[src/rtl/ddram_arbiter_pkg.sv]
// rtl/ddram_arbiter_pkg.sv - shared state encoding and DDR port widths for the ram1 arbiter
package ddram_arbiter_pkg;
    localparam int DDR_ADDR_W  = 29;
    localparam int DDR_DATA_W  = 64;
    localparam int DDR_BURST_W = 8;

    typedef enum logic [1:0] {
        IDLE,
        WRITE,
        READ_CMD,
        READ_DATA
    } state_t;
endpackage

[src/rtl/ddram_rr_pick.sv]
// rtl/ddram_rr_pick.sv - two-way round-robin select, favouring the requester not served last
module ddram_rr_pick (
    input  logic req0,
    input  logic req1,
    input  logic last,
    output logic pick
);
    // With no request the result is don't-care; the caller gates on req0|req1.
    assign pick = (req0 && req1) ? ~last : req1;
endmodule

[src/rtl/ddram_arbiter.sv]
// rtl/ddram_arbiter.sv - whole-burst, round-robin arbiter sharing one Avalon-MM DDR3 port between two clients
module ddram_arbiter
    import ddram_arbiter_pkg::*;
#(
    parameter int ADDR_W  = DDR_ADDR_W,
    parameter int DATA_W  = DDR_DATA_W,
    parameter int BURST_W = DDR_BURST_W
) (
    input  logic                clk,
    input  logic                reset,
    input  logic [ADDR_W-1:0]   rq0_addr,
    input  logic [BURST_W-1:0]  rq0_burstcnt,
    input  logic                rq0_rd,
    input  logic                rq0_we,
    input  logic [DATA_W-1:0]   rq0_din,
    input  logic [DATA_W/8-1:0] rq0_be,
    output logic                rq0_busy,
    output logic [DATA_W-1:0]   rq0_dout,
    output logic                rq0_dout_ready,
    input  logic [ADDR_W-1:0]   rq1_addr,
    input  logic [BURST_W-1:0]  rq1_burstcnt,
    input  logic                rq1_rd,
    input  logic                rq1_we,
    input  logic [DATA_W-1:0]   rq1_din,
    input  logic [DATA_W/8-1:0] rq1_be,
    output logic                rq1_busy,
    output logic [DATA_W-1:0]   rq1_dout,
    output logic                rq1_dout_ready,
    output logic [ADDR_W-1:0]   ram_address,
    output logic [BURST_W-1:0]  ram_burstcount,
    output logic                ram_read,
    output logic                ram_write,
    output logic [DATA_W-1:0]   ram_writedata,
    output logic [DATA_W/8-1:0] ram_byteenable,
    input  logic                ram_waitrequest,
    input  logic [DATA_W-1:0]   ram_readdata,
    input  logic                ram_readdatavalid
);
    state_t             state, next_state;
    logic               grant, next_grant;
    logic               last_grant, next_last_grant;
    logic [BURST_W-1:0] len, next_len;
    logic [BURST_W-1:0] cnt, next_cnt;
    logic               req0, req1, pick, pick_we, sel_we;
    logic [BURST_W-1:0] pick_burst;
    logic               grant_busy, grant_ready;

    assign req0 = rq0_rd | rq0_we;
    assign req1 = rq1_rd | rq1_we;

    ddram_rr_pick u_pick (
        .req0 (req0),
        .req1 (req1),
        .last (last_grant),
        .pick (pick)
    );

    assign pick_we    = pick ? rq1_we : rq0_we;
    assign pick_burst = pick ? rq1_burstcnt : rq0_burstcnt;
    assign sel_we     = grant ? rq1_we : rq0_we;

    // Command and write-data path follow the granted client; the client holds them stable.
    assign ram_address    = grant ? rq1_addr : rq0_addr;
    assign ram_burstcount = grant ? rq1_burstcnt : rq0_burstcnt;
    assign ram_writedata  = grant ? rq1_din : rq0_din;
    assign ram_byteenable = grant ? rq1_be : rq0_be;

    assign rq0_dout       = ram_readdata;
    assign rq1_dout       = ram_readdata;
    assign rq0_busy       = grant ? 1'b1 : grant_busy;
    assign rq1_busy       = grant ? grant_busy : 1'b1;
    assign rq0_dout_ready = ~grant & grant_ready;
    assign rq1_dout_ready = grant & grant_ready;

    always_ff @(posedge clk or posedge reset) begin
        if (reset) begin
            state      <= IDLE;
            grant      <= 1'b0;
            last_grant <= 1'b1;
            len        <= '0;
            cnt        <= '0;
        end else begin
            state      <= next_state;
            grant      <= next_grant;
            last_grant <= next_last_grant;
            len        <= next_len;
            cnt        <= next_cnt;
        end
    end

    always_comb begin
        next_state      = state;
        next_grant      = grant;
        next_last_grant = last_grant;
        next_len        = len;
        next_cnt        = cnt;
        ram_read        = 1'b0;
        ram_write       = 1'b0;
        grant_busy      = 1'b1;
        grant_ready     = 1'b0;
        case (state)
            IDLE: begin
                if (req0 || req1) begin
                    next_grant      = pick;
                    next_last_grant = pick;
                    next_len        = (pick_burst == '0) ? BURST_W'(1) : pick_burst;
                    next_cnt        = '0;
                    next_state      = pick_we ? WRITE : READ_CMD;
                end
            end
            WRITE: begin
                ram_write  = sel_we;
                grant_busy = ram_waitrequest;
                if (sel_we && !ram_waitrequest) begin
                    next_cnt = cnt + BURST_W'(1);
                    if (cnt == len - BURST_W'(1)) begin
                        next_cnt   = '0;
                        next_state = IDLE;
                    end
                end
            end
            READ_CMD: begin
                ram_read   = 1'b1;
                grant_busy = ram_waitrequest;
                if (!ram_waitrequest) begin
                    next_cnt   = '0;
                    next_state = READ_DATA;
                    // A beat already returning in the acceptance cycle belongs to this burst.
                    if (ram_readdatavalid) begin
                        grant_ready = 1'b1;
                        next_cnt    = BURST_W'(1);
                        if (len == BURST_W'(1)) begin
                            next_cnt   = '0;
                            next_state = IDLE;
                        end
                    end
                end
            end
            READ_DATA: begin
                if (ram_readdatavalid) begin
                    grant_ready = 1'b1;
                    next_cnt    = cnt + BURST_W'(1);
                    if (cnt == len - BURST_W'(1)) begin
                        next_cnt   = '0;
                        next_state = IDLE;
                    end
                end
            end
            default: next_state = IDLE;
        endcase
    end
endmodule
[config.mk]
export PLATFORM = sky130hd
export DESIGN_NAME = ddram_arbiter
export DESIGN_NICKNAME = d
export VERILOG_FILES = /design/src/rtl/ddram_arbiter_pkg.sv /design/src/rtl/ddram_rr_pick.sv /design/src/rtl/ddram_arbiter.sv
export SDC_FILE = /design/constraint.sdc
export NUM_CORES = 1
export LEC_CHECK = 0
export CAP_MARGIN = 30
export CORE_AREA = 2 2 207 209
export DETAILED_ROUTE_END_ITERATION = 12
export DIE_AREA = 0 0 209 211
export PLACE_DENSITY = 0.39
export SYNTH_ARGS = -nofsm -noshare
export SYNTH_HDL_FRONTEND = slang
export SYNTH_SLANG_ARGS = --single-unit
[constraint.sdc]
create_clock -name clk -period 2.7 [get_ports clk]
set_input_delay 0.54 -clock clk [delete_from_list [all_inputs] [get_ports clk]]
set_output_delay 0.54 -clock clk [all_outputs]
set_load 0.1 [all_outputs]
==> flow_summary.toml, run 1 <==
[outcome]
status = "complete, no violations"

[finish]
fin_util_pct = 19.7
fin_area_sq_um = 8210
layout.nets = 940
drive_gt1_share_pct = 39.6
layout_commonest_cell = "clkdlybuf4s50_1"
n_fill_cell = 4556
final_cell_mix = "clkdlybuf4s50_1, buf_12, mux2_2"
area_delta_synth_final_pct = 117
diodes = 0

[logic_synthesis]
syn-num-nets = 730
yosys_most_used_dff = "dfrtp_1"
synth_area_sq_um = 3780
synthArstFlopShare_pct = 100
syn_area_per_cell_sq_um = 8.73
ys_seq_area_share_pct = 13.3
synth_cell_types = 46
synth_warnings = 0
synthCells = 433
synth_edf_count = 0
synth_seq_cells = 20

[timing]
period_needed_ns = 2.30
fmax_mhz = 434
slew_headroom_pct = 51.2
tns_ns = 0
setup_viol_count_final = 0
finalHoldViolCount = 0
tightest_slew_ns = 0.724
maxSlewViolCount = 0
skew_ns = 0.00520
min_period_over_period_pct = 85.3
rsz0062_at_grt = "false"

[worst_setup_path]
r2r-start = "len[0]"
reg2reg_slack_ns = 0.47
crit_type = "reg2out"
crit_start = "grant"
r2r_cells = 8
crit_arrival_ns = 1.76
cp-start-kind = "flop"
crit_required_ns = 2.16
critPathCapture = "ram_address[1]"
crit_path_end_kind = "primary output"
crit_path_max_fanout = 67
worst_r2r_endpoint = "cnt[2]"

[power_and_ir_drop]
leakage_nw = 3.14
power_density_nw_per_um2 = 1220
power_frac_seq_pct = 5.8
clockPowerShare_pct = 3.4
power_switching_w = 0.00597
ir_drop_v = 0.000508
p_sw_share_pct = 59.4
power_frac_comb_pct = 90.8
intPower_w = 0.00408

[floorplan]
initial_core_util_pct = 9.05
ioPinCount = 533
dieArea_sq_um = 44100
core_sq_um = 41800
die_h_microns = 211
die_w_microns = 209
num_rows = 75

[cts]
path_clk_slew_ns = 0.06
cts_made_buffers = 3
cts_hold_buffers = 0
cts_resized = 0
cts_setup_buffers = 0
cts_max_path_buffers = 2
cts_sinks = 20
cts.root.buffer_cell = "clkbuf_16"
cts.htree.levels = 1
clk_latency_ns = 0.26
cts_tree = "built"

[place]
post-dp-hpwl_microns = 20000
routabilityCongestion = 0.763
port_buffers = 340
dpl_cell_area_sq_um = 8120

[global_route]
grt_use_total_pct = 9.60
grt_max_degree = 68
gr-total-overflow = 0
grt_pass1_wl_microns = 30700
antenna_found_initial = 5
grt_pass1_vias = 4151

[min_path]
holdPathStages = 2
hold_path.class = "reg2reg"
min_from = "last_grant"

[detailed_routing]
detail_route.wl_per_cell_microns = 19.0
drc = 0
wl_microns = 22400
vias = 3826
drt_iter0_markers = 92
vias_per_cell = 3.24
dr.pass1.iters = 4
antenna_left = 0

[job]
max_cap_viol_count = 0
-- through the flow --
stage	total power (W)	worst slack (ns)	hold WS, ns	std cells
after floorplan	0.00717	0.113	0.474	433
after detailed placement	0.00979	0.203	0.512	1177
after global routing	0.0104	0.208	0.558	1181
after CTS	0.0102	0.324	0.520	1181
final	0.0100	0.397	0.513	1181
after global placement	0.00980	0.224	0.509	1177
-- Yosys cell counts (all sizes together), types with 2 or more instances --
master | count | area share, %
buf | 129 | 26
nand3 | 10 | 1.5
dfrtp | 19 | 13
xor2 | 2 | 0.46
o21ai | 21 | 2.8
nand4 | 3 | 0.66
nor3 | 5 | 0.96
xnor2 | 7 | 1.6
nor2b | 4 | 0.66
ha | 7 | 2.3
or3 | 4 | 0.66
a31oi | 4 | 0.66
nor3b | 2 | 0.40
nor2 | 8 | 0.79
and3b | 2 | 0.50
inv | 14 | 1.4
clkbuf | 17 | 1.7
mux2i | 10 | 2.6
or2 | 3 | 0.50
mux2 | 110 | 33
a21oi | 5 | 0.96
o211ai | 2 | 0.76
nand2 | 28 | 2.8
nor4 | 3 | 0.50
-- per-layer routing --
metal	part of all wire, %	vias up	global-route usage [%]	wire, microns
li1	-	1791	-	-
met1	41	1706	12.0	9150
met2	46	321	15.0	10200
met3	13	8	5.46	2950
met4	0.26	0	0.468	59
met5	0	-	0	0
-- cells by family (layout without fill, tap and decap cells) --
logic type,Yosys count,after routing,share of synthesized area [%]
adders and majority gates,7,7,2.32
muxes,120,120,35.4
and+or+nand+nor,76,76,10.6
AOI/OAI and AO/OA,41,41,7.65
xor gates and xnor gates,9,9,2.09
DFF,20,20,13.3
buffers and inverters,160,369,28.6
-- final cells by class --
| cell class | instances | area, sq um | share of cell area, % |
|---|---|---|---|
| Clock buffer | 4 | 88.8 | 1.08 |
| Inverter | 14 | 52.6 | 0.640 |
| Multi-Input combinational cell | 253 | 2210 | 27.0 |
| Sequential cell | 20 | 505 | 6.16 |
| Tap cell | 539 | 674 | 8.22 |
| Timing Repair Buffer | 351 | 4670 | 56.9 |
-- worst min path at each step --
stage	end	slack [ns]
finish	last_grant	0.51
detailed placement	last_grant	0.51
CTS	last_grant	0.52
global placement	last_grant	0.51
floorplan	last_grant	0.47
global route	last_grant	0.56
-- registers in the layout, summed over array words and instances (netlist names) --
signal / flops
state: 2
len: 8
last_grant: 1
grant: 1
cnt: 8
-- critical path: stages (launching register included) --
cell	delay (ns)
dfrtp_4	0.46
buf_12	0.30
mux2_2	0.46
buf_12	0.19
-- power by group through the flow --
stage,combinational (W),sequential [W],clock (W)
detailed placement,0.00920,0.000586,0
CTS,0.00922,0.000585,0.000351
finish,0.00912,0.000582,0.000346
global placement,0.00922,0.000585,0
global route,0.00947,0.000608,0.000369
floorplan,0.00666,0.000517,0
Note: power is estimated with default switching activity, not from simulation.
==> run 2: changes to the inputs <==
- MAX_ROUTING_LAYER: not set -> met4
==> run 2 against run 1 <==
  * Utilization unchanged
  * Largest power group unchanged
  * Total power about the same
  * Critical endpoint is now rq0_dout_ready
  * Maximum frequency down 0.35%
  * Critical path type is now in2out
  * Critical path depth grew 3
==> flow_summary.toml, run 2 (synthesis results as in run 1) <==
[power_and_ir_drop]
total_power_w = 0.0100
ir_drop_v = 0.000509
power_density_nw_per_um2 = 1220
power_frac_comb_pct = 90.8
intPower_w = 0.00408
power_switching_w = 0.00597
p_sw_share_pct = 59.4
leakage_nw = 3.14
clockPowerShare_pct = 3.4
power_frac_seq_pct = 5.8

[finish]
layout_commonest_cell = "clkdlybuf4s50_1"
top_regs = "cnt: 8 flops, len: 8 flops, state: 2 flops"
drive_gt1_share_pct = 39.6
diodes = 0
register_area_sq_um = 505
final_cell_mix = "clkdlybuf4s50_1, buf_12, mux2_2"
multi_input_area_sq_um = 2210
n_fill_cell = 4556
area_delta_synth_final_pct = 117
layout.nets = 940

[global_route]
gr-total-overflow = 0
antenna_found_initial = 5
grt_pass1_vias = 4167
grt_max_degree = 68
grt_pass1_wl_microns = 30500
grt_use_total_pct = 9.87

[worst_setup_path]
crit_type = "in2out"
path_cells = "clkdlybuf4s50_1, nor2b_1, o21ai_0, buf_4, nor2_4, buf_12"
crit_path_end_kind = "primary output"
crit_arrival_ns = 1.77
crit_required_ns = 2.16
crit_path_max_fanout = 4
crit_slowest_cell = "clkdlybuf4s50_1"
cp-start-kind = "primary input"
cp_slowest_stage_delay_ns = 0.55

[timing]
rsz0062_at_grt = "false"
fmax_mhz = 433
tns_ns = 0
slew_headroom_pct = 51.5
min_period_over_period_pct = 85.6
finalHoldViolCount = 0
period_needed_ns = 2.31
worst_slack_ns = 0.389
skew_ns = 0.00518
setup_viol_count_final = 0
tightest_slew_ns = 0.719
maxSlewViolCount = 0

[outcome]
status = "complete, no violations"

[detailed_routing]
drc = 0
vias = 3820
drt_iter0_markers = 89
wl_microns = 22400
antenna_left = 0
detail_route.wl_per_cell_microns = 19.0
dr.pass1.iters = 4
vias_per_cell = 3.23

[cts]
clk_latency_ns = 0.26
cts.htree.levels = 1
cts_made_buffers = 3
cts_setup_buffers = 0
cts_max_path_buffers = 2
cts_tree = "built"
path_clk_slew_ns = 0.06
cts_resized = 0
cts.root.buffer_cell = "clkbuf_16"
cts_hold_buffers = 0
cts_sinks = 20

[place]
routabilityCongestion = 0.773
place_ws_ns = 0.203
port_buffers = 340
post-dp-hpwl_microns = 20000

[floorplan]
initial_core_util_pct = 9.05
core_sq_um = 41800
die_w_microns = 209
die_h_microns = 211
num_rows = 75
dieArea_sq_um = 44100
ioPinCount = 533

[min_path]
hold_path.class = "reg2reg"

[job]
max_cap_viol_count = 0
-- run 2: cell counts in the layout (fill, tap and decap cells not counted) --
No cell type changed its count.
-- run 2: metal layers --
layer  part of all wire [%]  up-vias  GRT usage, %
met5                      0        -             -
met4                   0.21        0         0.443
met3                     12        7          4.61
met2                     46      323          15.0
met1                     43     1698          12.5
li1                       -     1792             -
-- run 2: power by group through the flow --
stage          Sequential [W]  Clock [W]  Combinational [W]
4_1_cts              0.000585   0.000351            0.00922
6_report             0.000582   0.000345            0.00912
3_5_place_dp         0.000586          0            0.00920
5_1_grt              0.000608   0.000370            0.00947
2_1_floorplan        0.000517          0            0.00666
3_3_place_gp         0.000585          0            0.00922
-- run 2: per-stage QoR --
step	hold WS, ns	std cells	utilization, %	cell area [sq um]
2_1_floorplan	0.474	433	-	3800
3_3_place_gp	0.509	1177	19.4	8120
3_5_place_dp	0.512	1177	19.4	8120
4_1_cts	0.520	1181	19.7	8210
5_1_grt	0.558	1181	19.7	8210
6_report	0.513	1181	19.7	8210
-- run 2: final timing paths --
path,slack [ns],start,endpoint,cells past startpoint
setup / recovery,0.39,ram_waitrequest,rq0_dout_ready,6
hold / removal,0.51,last_grant,last_grant,2
setup reg to reg,0.46,len[0],cnt[2],8
hold reg to reg,0.51,last_grant,last_grant,2
max in group asynchronous,1.79,reset,last_grant,3
min in group asynchronous,0.63,reset,len[2],3
-- run 2: layout make-up --
| class | count | share of cell area [%] |
|---|---|---|
| clock buffers | 4 | 1.08 |
| inverters | 14 | 0.640 |
| flip-flops and latches | 20 | 6.16 |
| repair buffers | 351 | 56.9 |
| multi-input cells | 253 | 27.0 |
| well taps | 539 | 8.22 |
-- run 2: worst max-delay path, delay by kind of cell --
| kind | cells | cell delay [ns] |
|---|---|---|
| and+or+nand+nor | 2 | 0.10 |
| buffers and inverters | 3 | 0.91 |
| AOI/OAI and AO/OA | 1 | 0.22 |
